**config.mk**
```make
export PLATFORM = sky130hd
export DESIGN_NAME = icache_set_assoc
export DESIGN_NICKNAME = d
export VERILOG_FILES = /design/src/rtl/icache_set_assoc.sv
export SDC_FILE = /design/constraint.sdc
export NUM_CORES = 1
export LEC_CHECK = 0
export BUFFER_PORTS_ARGS = -buffer_cell sky130_fd_sc_hd__buf_2
export CAP_MARGIN = 0
export CORE_ASPECT_RATIO = 1.4
export CORE_MARGIN = 2
export CORE_UTILIZATION = 55
export DETAILED_ROUTE_END_ITERATION = 6
export PLACE_DENSITY = 0.75
export SYNTH_ARGS = -nofsm -noshare
export SYNTH_HDL_FRONTEND = slang
export SYNTH_SLANG_ARGS = --single-unit
```
**constraint.sdc**
```tcl
create_clock -name clock -period 36.7 [get_ports clock]
set_input_delay 1.835 -clock clock [delete_from_list [all_inputs] [get_ports clock]]
set_output_delay 1.835 -clock clock [all_outputs]
set_load 0.01 [all_outputs]
```
**src/rtl/icache_set_assoc.sv**
```systemverilog
// Set-associative instruction cache: true-LRU replacement, miss FSM with memory backpressure, whole-cache flush.
// Optional hit/miss performance counters are enabled by defining ICACHE_PERF_CNT_EN.
module icache_set_assoc #(
  parameter int ADDR_WIDTH = 20,
  parameter int LINE_BITS  = 128,
  parameter int NUM_SETS   = 2,
  parameter int NUM_WAYS   = 2
) (
  input  logic                                        clock,
  input  logic                                        reset,
  input  logic                                        req_valid,
  input  logic [ADDR_WIDTH-1:0]                       req_addr,
  output logic                                        icache_ready,
  output logic                                        rsp_valid,
  output logic [LINE_BITS-1:0]                        rsp_data,
  output logic                                        xcpt_bus_error,
  input  logic                                        flush,
  output logic                                        req_valid_miss,
  output logic [ADDR_WIDTH-$clog2(LINE_BITS/8)-1:0]   req_addr_miss,
  input  logic                                        req_ready_miss,
  input  logic                                        rsp_valid_miss,
  input  logic [LINE_BITS-1:0]                        rsp_data_miss,
  input  logic                                        rsp_bus_error
`ifdef ICACHE_PERF_CNT_EN
  ,
  output logic [31:0]                                 hit_count,
  output logic [31:0]                                 miss_count
`endif
);

  localparam int OFF   = $clog2(LINE_BITS / 8);
  localparam int SETB  = $clog2(NUM_SETS);
  localparam int TAGB  = ADDR_WIDTH - OFF - SETB;
  localparam int LINEB = ADDR_WIDTH - OFF;
  localparam int WAYB  = (NUM_WAYS > 1) ? $clog2(NUM_WAYS) : 1;

  typedef enum logic [2:0] {
    IDLE,
    MISS_REQ,
    MISS_WAIT,
    RESP_FILL,
    FLUSH
  } state_t;

  state_t state;
  state_t next_state;

  logic                 valid [NUM_SETS][NUM_WAYS];
  logic [TAGB-1:0]      tags  [NUM_SETS][NUM_WAYS];
  logic [LINE_BITS-1:0] lines [NUM_SETS][NUM_WAYS];
  logic [WAYB-1:0]      age   [NUM_SETS][NUM_WAYS];

  logic                 flush_pending;
  logic [SETB-1:0]      lat_set;
  logic [WAYB-1:0]      lat_way;

  logic [TAGB-1:0]      req_tag;
  logic [SETB-1:0]      req_set;
  logic [OFF-1:0]       unused_off;
  logic                 hit;
  logic [WAYB-1:0]      hit_way;
  logic [LINE_BITS-1:0] hit_line;
  logic [WAYB-1:0]      victim;
  logic                 found_invalid;

  logic                 accept;
  logic                 hit_acc;
  logic                 miss_acc;
  logic                 fill_done;
  logic                 fill_ok;
  logic                 touch_en;
  logic [SETB-1:0]      touch_set;
  logic [WAYB-1:0]      touch_way;

  assign req_tag    = req_addr[ADDR_WIDTH-1 -: TAGB];
  assign req_set    = req_addr[OFF +: SETB];
  assign unused_off = req_addr[OFF-1:0];

  always_comb begin
    hit     = 1'b0;
    hit_way = '0;
    for (int w = 0; w < NUM_WAYS; w++) begin
      if (valid[req_set][w] && (tags[req_set][w] == req_tag)) begin
        hit     = 1'b1;
        hit_way = WAYB'(w);
      end
    end
  end

  assign hit_line = lines[req_set][hit_way];

  // Oldest way is the fallback; the lowest-index invalid way overrides it.
  always_comb begin
    victim        = '0;
    found_invalid = 1'b0;
    for (int w = 0; w < NUM_WAYS; w++) begin
      if (age[req_set][w] == WAYB'(NUM_WAYS - 1)) begin
        victim = WAYB'(w);
      end
    end
    for (int w = 0; w < NUM_WAYS; w++) begin
      if (!found_invalid && !valid[req_set][w]) begin
        victim        = WAYB'(w);
        found_invalid = 1'b1;
      end
    end
  end

  assign accept    = req_valid && icache_ready;
  assign hit_acc   = accept && hit;
  assign miss_acc  = accept && !hit;
  assign fill_done = (state == MISS_WAIT) && rsp_valid_miss;
  assign fill_ok   = fill_done && !rsp_bus_error;

  assign touch_en  = hit_acc || fill_ok;
  assign touch_set = hit_acc ? req_set : lat_set;
  assign touch_way = hit_acc ? hit_way : lat_way;

  always_ff @(posedge clock or posedge reset) begin
    if (reset) begin
      state <= IDLE;
    end else begin
      state <= next_state;
    end
  end

  always_comb begin
    next_state = state;
    case (state)
      IDLE: begin
        if (flush || flush_pending) begin
          next_state = FLUSH;
        end else if (miss_acc) begin
          next_state = MISS_REQ;
        end
      end
      MISS_REQ: begin
        if (req_ready_miss) begin
          next_state = MISS_WAIT;
        end
      end
      MISS_WAIT: begin
        if (rsp_valid_miss) begin
          next_state = RESP_FILL;
        end
      end
      RESP_FILL: begin
        next_state = (flush_pending || flush) ? FLUSH : IDLE;
      end
      FLUSH: begin
        next_state = IDLE;
      end
      default: begin
        next_state = IDLE;
      end
    endcase
  end

  // A flush arriving in the same cycle as a request wins, so ready drops with it.
  always_comb begin
    icache_ready = (state == IDLE) && !flush_pending && !flush && !reset;
  end

  always_ff @(posedge clock or posedge reset) begin
    if (reset) begin
      flush_pending <= 1'b0;
    end else if (state == FLUSH) begin
      flush_pending <= flush;
    end else if ((state != IDLE) && flush) begin
      flush_pending <= 1'b1;
    end
  end

  // Ages form a permutation per set; cleared state is age == way index.
  always_ff @(posedge clock or posedge reset) begin
    if (reset) begin
      for (int s = 0; s < NUM_SETS; s++) begin
        for (int w = 0; w < NUM_WAYS; w++) begin
          valid[s][w] <= 1'b0;
          age[s][w]   <= WAYB'(w);
        end
      end
    end else if (state == FLUSH) begin
      for (int s = 0; s < NUM_SETS; s++) begin
        for (int w = 0; w < NUM_WAYS; w++) begin
          valid[s][w] <= 1'b0;
          age[s][w]   <= WAYB'(w);
        end
      end
    end else begin
      if (fill_ok) begin
        valid[lat_set][lat_way] <= 1'b1;
      end
      if (touch_en) begin
        for (int w = 0; w < NUM_WAYS; w++) begin
          if (WAYB'(w) == touch_way) begin
            age[touch_set][w] <= '0;
          end else if (age[touch_set][w] < age[touch_set][touch_way]) begin
            age[touch_set][w] <= age[touch_set][w] + WAYB'(1);
          end
        end
      end
    end
  end

  always_ff @(posedge clock) begin
    if (fill_ok) begin
      tags[lat_set][lat_way]  <= req_addr_miss[LINEB-1 -: TAGB];
      lines[lat_set][lat_way] <= rsp_data_miss;
    end
  end

  always_ff @(posedge clock or posedge reset) begin
    if (reset) begin
      rsp_valid      <= 1'b0;
      rsp_data       <= '0;
      xcpt_bus_error <= 1'b0;
      req_valid_miss <= 1'b0;
      req_addr_miss  <= '0;
      lat_set        <= '0;
      lat_way        <= '0;
    end else begin
      rsp_valid      <= 1'b0;
      xcpt_bus_error <= 1'b0;
      if (hit_acc) begin
        rsp_valid <= 1'b1;
        rsp_data  <= hit_line;
      end
      if (fill_done) begin
        rsp_valid      <= 1'b1;
        xcpt_bus_error <= rsp_bus_error;
        rsp_data       <= rsp_bus_error ? '0 : rsp_data_miss;
      end
      if (miss_acc) begin
        req_valid_miss <= 1'b1;
        req_addr_miss  <= req_addr[ADDR_WIDTH-1:OFF];
        lat_set        <= req_set;
        lat_way        <= victim;
      end else if ((state == MISS_REQ) && req_ready_miss) begin
        req_valid_miss <= 1'b0;
      end
    end
  end

`ifdef ICACHE_PERF_CNT_EN
  always_ff @(posedge clock or posedge reset) begin
    if (reset) begin
      hit_count  <= '0;
      miss_count <= '0;
    end else begin
      if (hit_acc && (hit_count != '1)) begin
        hit_count <= hit_count + 32'd1;
      end
      if (miss_acc && (miss_count != '1)) begin
        miss_count <= miss_count + 32'd1;
      end
    end
  end
`endif

endmodule

```
* After elaboration in Yosys (flattened, before gate mapping)
Memory sizes are Yosys's and may differ from the RTL's.
Index checks and enable logic that the tools add are counted.
** Storage, ports and cells
- Register bits after elaboration :: 161
- Latch bits :: 0
- RAM bits :: 572
- Bits in read-only memories :: 0
- Input port bits :: 155
- Output and inout port bits :: 148
- Word-level logic and storage cells :: 150
- Memories kept :: 2
** Memories
- lines :: words 2, bits a word 256, rd ports 1, clocked after Yosys merged registers in 0, wr ports 1, RTL line 50 : logic [LINE_BITS-1:0] lines [NUM_SETS][NUM_WAYS];
- tags :: words 2, bits a word 30, rd ports 1, clocked after Yosys merged registers in 0, wr ports 1, RTL line 49 : logic [TAGB-1:0] tags [NUM_SETS][NUM_WAYS];
** Operators by class
- Add/sub/neg operators :: 2
- Multiply operators :: 0
- Div/mod/pow operators :: 0
- Magnitude comparators :: 11
- Equal/unequal tests :: 9
- Shifts and indexed selects :: 0
- Mux-type cells :: 66
- Bitwise logic cells :: 11
- Reductions and logical operators :: 32
** Operator list (number)
- 128-bit two-way mux :: 7
- 256-bit two-way mux :: 1
- 128-bit demux with 1-bit select :: 1
- 4-bit two-way mux :: 10
- 15-bit == test :: 2
- 30-bit two-way mux :: 1
- 1-bit two-way mux :: 24
- 1-bit logical AND :: 16
- 2-bit two-way mux :: 8
- 15-bit demux with 1-bit select :: 1
- 15-bit two-way mux :: 1
- 3-bit two-way mux :: 5
- 2-bit greater-or-equal comparator, second input constant :: 6
- 1-bit inverter with 2-bit output :: 6
- 3-bit case mux with 4 select lines :: 1
- 2-bit nonzero test :: 5
- 4-bit bitwise AND :: 2
- 4-bit bitwise mux :: 2
- 4-bit inverter :: 2
- 2-bit demux with 1-bit select :: 3
- 3-bit by 2-bit == test with 1-bit output, second input constant :: 2
- 1-bit zero test :: 6
- 2-bit by 1-bit less-than comparator with 1-bit output, second input constant :: 3
- 2-bit != test, second input constant :: 2
- 11 further kinds :: 14

* Longest topological paths before layout
Gate-level depths: netlist of the first run.
- Depth after elaboration :: 26
- Depth in mapped cells :: 12
- Gate-level depth less buffers :: 8

* Worst setup path after synthesis of the first run
No wires, ideal clock.
- Path kind :: input to register
- Start point :: in rsp_valid_miss
- End point :: mem lines[0][128] (netlist name) (enable)
- Setup time :: 998 ps
- Arrival time :: 15792 ps
- Path slack :: 19910 ps
- Stages on the path :: 4
- Path buffers :: 2
- Cells stage by stage :: nand3b_1 -> clkbuf_1 -> clkbuf_1 -> nor4_1
** Between the ends
- Longest elaborated chain between the ends :: 4
** RTL lines
- from (decl) :: RTL line 21 : input logic rsp_valid_miss,
- 1-bit logical AND :: RTL line 112 : assign fill_done = (state == MISS_WAIT) && rsp_valid_miss;
- 1-bit logical AND :: RTL line 113 : assign fill_ok = fill_done && !rsp_bus_error;
- 1-bit two-way mux :: RTL line 207 : if (fill_ok) begin
- 256-bit two-way mux (implied by the code) :: RTL line 209 : lines[lat_set][lat_way] <= rsp_data_miss;
- to (decl) :: RTL line 50
Every way passes these cells.

* Final worst setup path of the first run
- Start point :: in req_addr[4]
- End point :: reg age[1] (netlist name)
** Between the ends
- Longest elaborated chain between the ends :: 26
** RTL lines
- from (decl) :: RTL line 12 : input logic [ADDR_WIDTH-1:0] req_addr,
- parallel branches: the longest is 26 deep, another holds memory read 2 x 30 bit
- to (signal, indexed assignment) :: RTL line 180 : age[s][w] <= WAYB'(w);
- to (signal, indexed assignment) :: RTL line 187 : age[s][w] <= WAYB'(w);
- to (signal, indexed assignment) :: RTL line 199 : age[touch_set][w] <= age[touch_set][w] + WAYB'(1);
- to (decl) :: RTL line 51 : logic [WAYB-1:0] age [NUM_SETS][NUM_WAYS];
Parallel ways; which one is timed is not known. The select of a mux whose other input is x is not followed.
A chain may end at the register's enable or synchronous reset.

==> PnR_summary.wiki, run 1 <==
{| class="wikitable"
! Metric !! Value
|-
| Fraction of synthesized area in multiplexers || 11.9%
|-
| Post-synthesis sequential area ratio || 74.8%
|-
| Number of rows in the core area || 98
|-
| Count leader, synth || sky130_fd_sc_hd__edfxtp_1
|-
| Final weighted congestion in routability-driven placement || 0.776
|-
| Count of antenna-violating nets left after detailed routing || 0
|-
| Worst min-delay path category || flop to flop
|-
| Yosys reg bits || 732
|-
| Area of the mapped netlist || 28300 µm²
|-
| CTS max path bufs || 3
|-
| Worst setup slack after layout || 31.02 ns
|-
| Cell type contributing the most total cell area after synthesis || sky130_fd_sc_hd__edfxtp_1
|-
| Total Die Area || 53300 µm²
|-
| DRT Wirelength || 63.3 mm
|-
| Non-Filler Cell Area, Final || 32600 µm²
|-
| Count of vias placed by the detailed router || 16100
|-
| Main combinational cell family by area after synthesis || multiplexers
|-
| Endpoint of the lowest-slack register-to-register path || lines[1][152]
|-
| Total leakage power || 11.8 nW
|-
| Cell with the biggest individual delay on the critical path || sky130_fd_sc_hd__buf_4
|-
| Largest net degree at the start of global routing || 190
|-
| Sink count of the clock tree || 732
|-
| Boundary pin count || 303
|-
| Gr ovfl total || 0
|-
| Die height || 272 µm
|-
| Initial DRC count || 1142
|-
| Total count of hold-check failures in the final report || 0
|-
| Total number of H-tree levels || 3
|-
| Number of violations of the max-capacitance limit || 0
|-
| First-pass GRT wire length || 97.8 mm
|-
| Headroom to the max-slew limit || 31.0%
|-
| Number of remaining DRC errors || 0
|-
| Complex-gate fraction of the synthesized area || 5.75%
|-
| Minimum period implied by the final worst setup slack || 5.68 ns
|-
| Horizontal die dimension || 196 µm
|-
| Number of failing setup endpoints in the final timing report || 0
|-
| Clock buffer count from CTS || 68
|-
| Family of cells with the greatest summed delay on the critical path || buffers and inverters
|-
| Adder and majority cell fraction of the synthesized area || 0%
|-
| Share of the synthesized netlist area taken by xor and xnor gates || 0.990%
|-
| Main synth FF type || sky130_fd_sc_hd__edfxtp_1
|-
| Area of combinational cells with multiple inputs || 6650 µm²
|-
| DP Wirelength || 34.9 mm
|-
| Fraction of synthesized cell area taken by the top area cell type || 60.7%
|-
| Simple-gate area share of the yosys netlist || 4.71%
|-
| Leading cell types by total area after synthesis || sky130_fd_sc_hd__edfxtp_1, sky130_fd_sc_hd__dfrtp_1, sky130_fd_sc_hd__mux4_2
|-
| Min-delay src || valid[2]
|-
| Average wire per cell in the routed design || 23.8 µm
|-
| Delay of the slowest critical-path stage || 0.88 ns
|-
| Distinct cell type count after synthesis || 39
|-
| Post-CTS setup-driven buffer insertion count || 0
|-
| Setup repair after global routing missed its margin || false
|-
| Via count normalized by instance count || 6.06
|-
| Count of flip-flops with a built-in enable after synthesis || 572
|-
| Actual slew at the worst max-slew pin || 1.03 ns
|-
| Share of post-route cells with drive strength above 1 || 28.9%
|-
| Dpl cell area || 30400 µm²
|-
| Synthesized instance count || 1662
|-
| Kind of start point of the critical path || primary input
|-
| Top post-synthesis cells by count || sky130_fd_sc_hd__edfxtp_1, sky130_fd_sc_hd__nand2_1, sky130_fd_sc_hd__dfrtp_1
|-
| First drt pass iteration count || 5
|-
| Effective utilization at floorplan || 55.5%
|-
| Fraction of registers with async set/reset || 21.9%
|-
| Register-to-register setup slack || 32.53 ns
|-
| Chain of cells forming the critical path || buf_8 -> mux2i_1 -> xnor2_1 -> nor4_1 -> nand4_1 -> a21oi_4 -> buf_4 -> buf_4 -> mux2i_1 -> or3_1 -> o21ai_1
|-
| Max frequency || 0.176 GHz
|-
| Worst clock skew || 0.0284 ns
|-
| Clock tree from TritonCTS || done
|-
| Worst hold path endpoint || valid[2]
|-
| Nature of the critical path endpoint || flop
|-
| Setup TNS || 0 ns
|-
| Beginning of the worst register-to-register path || state[0]
|-
| CP Data Arrival Time || 6.22 ns
|-
| CTS resizes || 0
|-
| Post-placement setup slack || 30.45 ns
|-
| Layout Area Growth over Synthesis || 15.1%
|-
| Required time at the endpoint of the critical path || 37.24 ns
|-
| Vias in the first global route || 17000
|-
| Run status || finished, final reports clean
|-
| Cell area power density || 63.9 nW/µm²
|-
| Syn_nets || 1817
|-
| Post-Syn Area per Cell || 17.0 µm²
|-
| Worst vdd ir || 0.0467 mV
|-
| Layout fillers || 3659
|-
| Final net count || 2100
|-
| Number of port buffers || 298
|-
| Register-to-Register Path Depth || 7
|-
| Largest driver fanout on the critical path || 75
|-
| Number of warning messages in the yosys log || 0
|-
| Library cell used as clock root buffer || sky130_fd_sc_hd__clkbuf_16
|-
| Number of buffers inserted by hold repair at cts || 0
|-
| Footprint of the flip-flops and latches || 21200 µm²
|-
| Antenna violations before repair || 15
|-
| Type of the worst setup path || primary input to flop
|-
| Combined global-route utilization of all metal layers || 24.3%
|-
| Clock slew at the register clock pins of the worst setup and hold paths || 0.06 ns
|-
| Pins Over Slew Limit || 0
|-
| Latest clock arrival within the worst-skew pair || 0.63 ns
|-
| Depth of the worst hold-timing path || 1
|-
| Portion of the clock cycle consumed by the worst path in the final layout || 15.5%
|-
| Placeable core area || 51000 µm²
|-
| Buffers plus inverters on the worst setup path || 3
|}
[cell type report]
| cell class | count | area share (%) |
|---|---|---|
| Antenna cell | 8 | 0.0614 |
| Clock buffer | 99 | 6.05 |
| Clock inverter | 25 | 0.718 |
| Inverter | 5 | 0.0807 |
| Multi-Input combinational cell | 818 | 20.4 |
| Sequential cell | 732 | 65.0 |
| Tap cell | 650 | 2.50 |
| Timing Repair Buffer | 320 | 5.15 |
[power by group]
group	internal [W]	leakage (nW)	switching, W	total [W]
Clock	0.000397	1.08	0.000300	0.000697
Combinational	0.000133	3.60	0.000191	0.000325
Sequential	0.00100	7.07	0.0000587	0.00106
Total	0.00153	11.8	0.000550	0.00208
[routing by layer]
| layer | up-vias | wire length (µm) | GRT usage [%] |
|---|---|---|---|
| met1 | 8274 | 23500 | 29.9 |
| li1 | 7036 | - | - |
| met3 | 123 | 4380 | 4.46 |
| met4 | 12 | 2170 | 10.7 |
| met2 | 669 | 33200 | 42.3 |
| met5 | - | 75 | 0 |
[sequential cells by signal (all words and copies together), names as in the netlist]
| signal | count |
|---|---|
| valid | 4 |
| rsp_data | 128 |
| state | 3 |
| age | 4 |
| rsp_valid | 1 |
| req_valid_miss | 1 |
| xcpt_bus_error | 1 |
| lat_way | 1 |
| lines | 512 |
| req_addr_miss | 16 |
| flush_pending | 1 |
| tags | 60 |
[layout by cell type, fill, tap and decap left out, types with 16 or more instances in the layout]
| cell | n |
|---|---|
| sky130_fd_sc_hd__a21oi_1 | 135 |
| sky130_fd_sc_hd__a31oi_1 | 129 |
| sky130_fd_sc_hd__buf_2 | 297 |
| sky130_fd_sc_hd__buf_4 | 21 |
| sky130_fd_sc_hd__clkbuf_1 | 18 |
| sky130_fd_sc_hd__clkbuf_16 | 70 |
| sky130_fd_sc_hd__dfrtp_1 | 158 |
| sky130_fd_sc_hd__edfxtp_1 | 572 |
| sky130_fd_sc_hd__mux2_2 | 16 |
| sky130_fd_sc_hd__mux2i_1 | 31 |
| sky130_fd_sc_hd__mux4_2 | 128 |
| sky130_fd_sc_hd__nand2_1 | 268 |
| sky130_fd_sc_hd__xnor2_1 | 30 |
[through the flow]
| stage | util, % | hold WS [ns] | power (W) | cells |
|---|---|---|---|---|
| finish | 63.9 | 0.508 | 0.00208 | 2657 |
| global route | 63.9 | 0.514 | 0.00217 | 2657 |
| CTS | 63.8 | 0.510 | 0.00210 | 2649 |
| detailed placement | 59.5 | 0.497 | 0.00140 | 2525 |
| global placement | 59.5 | 0.476 | 0.00139 | 2525 |
| floorplan | - | 0.464 | 0.00125 | 1662 |
[cells by family (layout without fill, tap and decap cells)]
group	count (synthesis)	count (layout)
and+or+nand+nor	327	327
other	0	8
DFF	732	732
xor gates and xnor gates	32	32
buffers and inverters	112	449
AOI/OAI and AO/OA	284	284
muxes	175	175
[worst max-delay path by stage]
stage,slack (ns),end,cells after the start,start
4_1_cts,31.03,age[1],11,req_addr[4]
2_1_floorplan,19.91,lines[0][128],4,rsp_valid_miss
3_5_place_dp,30.45,age[1],11,req_addr[4]
5_1_grt,30.67,age[1],11,req_addr[4]
6_report,31.02,age[1],11,req_addr[4]
3_3_place_gp,30.46,age[1],11,req_addr[4]
No activity file was read; power rests on OpenSTA's default activity.
==> inputs of run 2 (changes only) <==
- clock period: 36.7 -> 5.6 ns (I/O delays scaled with it)
==> run 2 against run 1 <==
  * Clock-buffer cell count decreased by 3
  * Hold slack lost 0.26 ns
  * Setup slack got worse by 29 ns
  * Sequential power rose to 6.6 times the previous value
  * Highest routed layer is now met4
  * Via count up 4.8%
  * First-iteration DRC count is 14% higher
  * Die area unchanged
  * Non-clock buffer count increased by 151
  * Largest power group unchanged
  * Sequential share of layout area is 3.0 points lower
==> PnR_summary.wiki, run 2 (synthesized netlist as in run 1, its figures left out) <==
{| class="wikitable"
! Metric !! Value
|-
| Run status || finished, final reports clean
|-
| Post-CTS setup-driven buffer insertion count || 0 (unchanged)
|-
| Number of failing setup endpoints in the final timing report || 0 (unchanged)
|-
| Count of vias placed by the detailed router || 16900 (+4.8%)
|-
| First-pass GRT wire length || 102 mm (+3.9%)
|-
| Layout Area Growth over Synthesis || 20.6%
|-
| Worst hold-check slack || 0.248 ns (-0.260 ns)
|-
| Placeable core area || 51000 µm² (unchanged)
|-
| Nature of the critical path endpoint || flop
|-
| Clock buffer count from CTS || 67 (-1.5%)
|-
| Part of the total power dissipated in combinational logic || 16.3% (+0.7 points)
|-
| Kind of start point of the critical path || primary input
|-
| Max frequency || 0.300 GHz
|-
| Total Die Area || 53300 µm² (unchanged)
|-
| Antenna violations before repair || 4 (-11)
|-
| Max FFs per register || 512 (unchanged)
|-
| Worst vdd ir || 0.350 mV (+650%)
|-
| Share of post-route cells with drive strength above 1 || 27.1% (-1.8 points)
|-
| Count of antenna-violating nets left after detailed routing || 0 (unchanged)
|-
| Horizontal die dimension || 196 µm (unchanged)
|-
| Number of port buffers || 298 (unchanged)
|-
| Pins Over Slew Limit || 0 (unchanged)
|-
| Sw Ratio || 26.4% (about the same)
|-
| Combined global-route utilization of all metal layers || 25.0% (+0.69 points)
|-
| Headroom to the max-slew limit || 27.2% (-3.8 points)
|-
| Register-to-register setup slack || 2.42 ns (-30.11 ns)
|-
| Vias in the first global route || 18100 (+6.6%)
|-
| Highest-count cells in the layout ignoring fill and taps || sky130_fd_sc_hd__edfxtp_1, sky130_fd_sc_hd__buf_2, sky130_fd_sc_hd__nand2_1
|-
| Die height || 272 µm (unchanged)
|-
| Total count of hold-check failures in the final report || 0 (unchanged)
|-
| Worst clock skew || 0.0239 ns (-0.00456 ns)
|-
| Minimum period implied by the final worst setup slack || 3.34 ns
|-
| Type of the worst setup path || primary input to flop
|-
| Registers with the most flip-flops || lines (512), rsp_data (128), tags (60)
|-
| Top register by number of flip-flops || lines
|-
| Number of violations of the max-capacitance limit || 0 (unchanged)
|-
| CP Data Arrival Time || 3.75 ns (-2.47 ns)
|-
| Core Util, Final || 66.9% (+3.1 points)
|-
| Average wire per cell in the routed design || 23.2 µm (-2.6%)
|-
| Via count normalized by instance count || 6.02 (-0.74%)
|-
| Required time at the endpoint of the critical path || 6.02 ns (-31.22 ns)
|-
| Cell area power density || 404 nW/µm² (+530%)
|-
| Latest clock arrival within the worst-skew pair || 0.60 ns (-0.03 ns)
|-
| Total number of H-tree levels || 3 (unchanged)
|-
| PnR Total Power || 0.0138 W (+560%)
|-
| Number of cells after detailed placement || 2530 (+0.20%)
|-
| Clock tree from TritonCTS || done
|-
| CTS max path bufs || 3 (unchanged)
|-
| Final weighted congestion in routability-driven placement || 0.806 (+3.9%)
|-
| Clock slew at the register clock pins of the worst setup and hold paths || 0.06 ns (about the same)
|-
| Largest driver fanout on the critical path || 84 (+12%)
|-
| Sink count of the clock tree || 732 (unchanged)
|-
| Library cell used as clock root buffer || sky130_fd_sc_hd__clkbuf_16
|-
| Dpl cell area || 30500 µm² (+0.33%)
|-
| Initial DRC count || 1303 (+14%)
|-
| Part of the power in the clock network || 33.3% (-0.2 points)
|-
| Actual slew at the worst max-slew pin || 1.09 ns (+0.0592 ns)
|-
| Switching power summed over all nets || 0.00364 W (+560%)
|-
| DRT Wirelength || 65.1 mm (+2.8%)
|-
| Register-to-Register Path Depth || 8 (+1)
|-
| Final net count || 2250 (+7.1%)
|-
| Largest net degree at the start of global routing || 99 (-48%)
|-
| Number of remaining DRC errors || 0 (unchanged)
|-
| Post-route insts no fill || 2804 (+5.5%)
|-
| Effective utilization at floorplan || 55.5% (unchanged)
|-
| Internal cell power || 0.0101 W (+560%)
|-
| Worst min-delay path category || primary input to flop
|-
| Endpoint of the lowest-slack register-to-register path || rsp_data[20]
|-
| Worst setup endpoint || rsp_data[20]
|-
| Boundary pin count || 303 (unchanged)
|-
| Portion of the clock cycle consumed by the worst path in the final layout || 59.6%
|-
| Most frequent standard cell in the layout excluding fill and tap cells || sky130_fd_sc_hd__edfxtp_1
|-
| DP Wirelength || 35.2 mm (+0.81%)
|-
| Number of rows in the core area || 98 (unchanged)
|-
| Total leakage power || 12.4 nW (+5.5%)
|-
| Setup repair after global routing missed its margin || false
|-
| Reg power frac || 50.4% (-0.5 points)
|-
| Beginning of the worst register-to-register path || tags[1][4]
|-
| Timing startpoint of the critical path || req_addr[4]
|-
| Layout fillers || 3349 (-8.5%)
|-
| Gr ovfl total || 0 (unchanged)
|-
| First drt pass iteration count || 5 (unchanged)
|-
| Non-Filler Cell Area, Final || 34200 µm² (+4.8%)
|}
## run 2: worst max-delay path, stage by stage
cell and delay [ns]:
sky130_fd_sc_hd__buf_8 0.64, sky130_fd_sc_hd__mux2i_1 0.31, sky130_fd_sc_hd__xnor2_1 0.12, sky130_fd_sc_hd__nor4_1 0.37, sky130_fd_sc_hd__and4_4 0.96, sky130_fd_sc_hd__buf_4 0.41
sky130_fd_sc_hd__mux4_2 0.35, sky130_fd_sc_hd__nand2_1 0.11, sky130_fd_sc_hd__a31oi_1 0.09
## run 2: cell type report
class / count / area (µm²) / share of cell area, %
Inverter: 5 / 26.3 / 0.0769
Antenna cell: 5 / 12.5 / 0.0366
Clock buffer: 96 / 1930 / 5.64
Clock inverter: 27 / 297 / 0.868
Sequential cell: 732 / 21200 / 62.0
Multi-Input combinational cell: 818 / 6660 / 19.5
Timing Repair Buffer: 471 / 3230 / 9.45
Tap cell: 650 / 813 / 2.38
## run 2: power by group through the flow
| stage | Sequential (W) | Clock, W | Combinational (W) |
|---|---|---|---|
| 2_1_floorplan | 0.00725 | 0 | 0.000903 |
| 3_3_place_gp | 0.00701 | 0 | 0.00208 |
| 3_5_place_dp | 0.00704 | 0 | 0.00214 |
| 4_1_cts | 0.00695 | 0.00465 | 0.00224 |
| 5_1_grt | 0.00703 | 0.00485 | 0.00245 |
| 6_report | 0.00696 | 0.00459 | 0.00225 |
## run 2: worst min-delay path by stage
stage	slack (ns)	cells past startpoint	endpoint	from
2_1_floorplan	0.38	0	lines[0][0]	rsp_data_miss[0]
6_report	0.25	4	age[2]	req_valid
3_3_place_gp	0.48	1	valid[2]	valid[2]
4_1_cts	0.20	4	age[2]	req_valid
5_1_grt	0.25	4	age[2]	req_valid
3_5_place_dp	0.49	1	valid[2]	valid[2]
## run 2: per-stage QoR
step / setup slack [ns] / setup TNS (ns)
finish: 2.26 / 0
global route: 2.04 / 0
CTS: 2.21 / 0
detailed placement: 1.60 / 0
global placement: 1.64 / 0
floorplan: -0.366 / -52.62
## run 2: what timing repair did
action                                 in CTS  in global routing
gates resized for setup                     0                  0
hold buffers                              146                  0
endpoints found under the hold margin     608                  0
## run 2: per-layer routing
metal,GRT usage (%),part of all wire [%]
met5,0,0
met4,10.7,3.5
met3,4.17,7.0
met2,43.4,52
met1,31.3,38
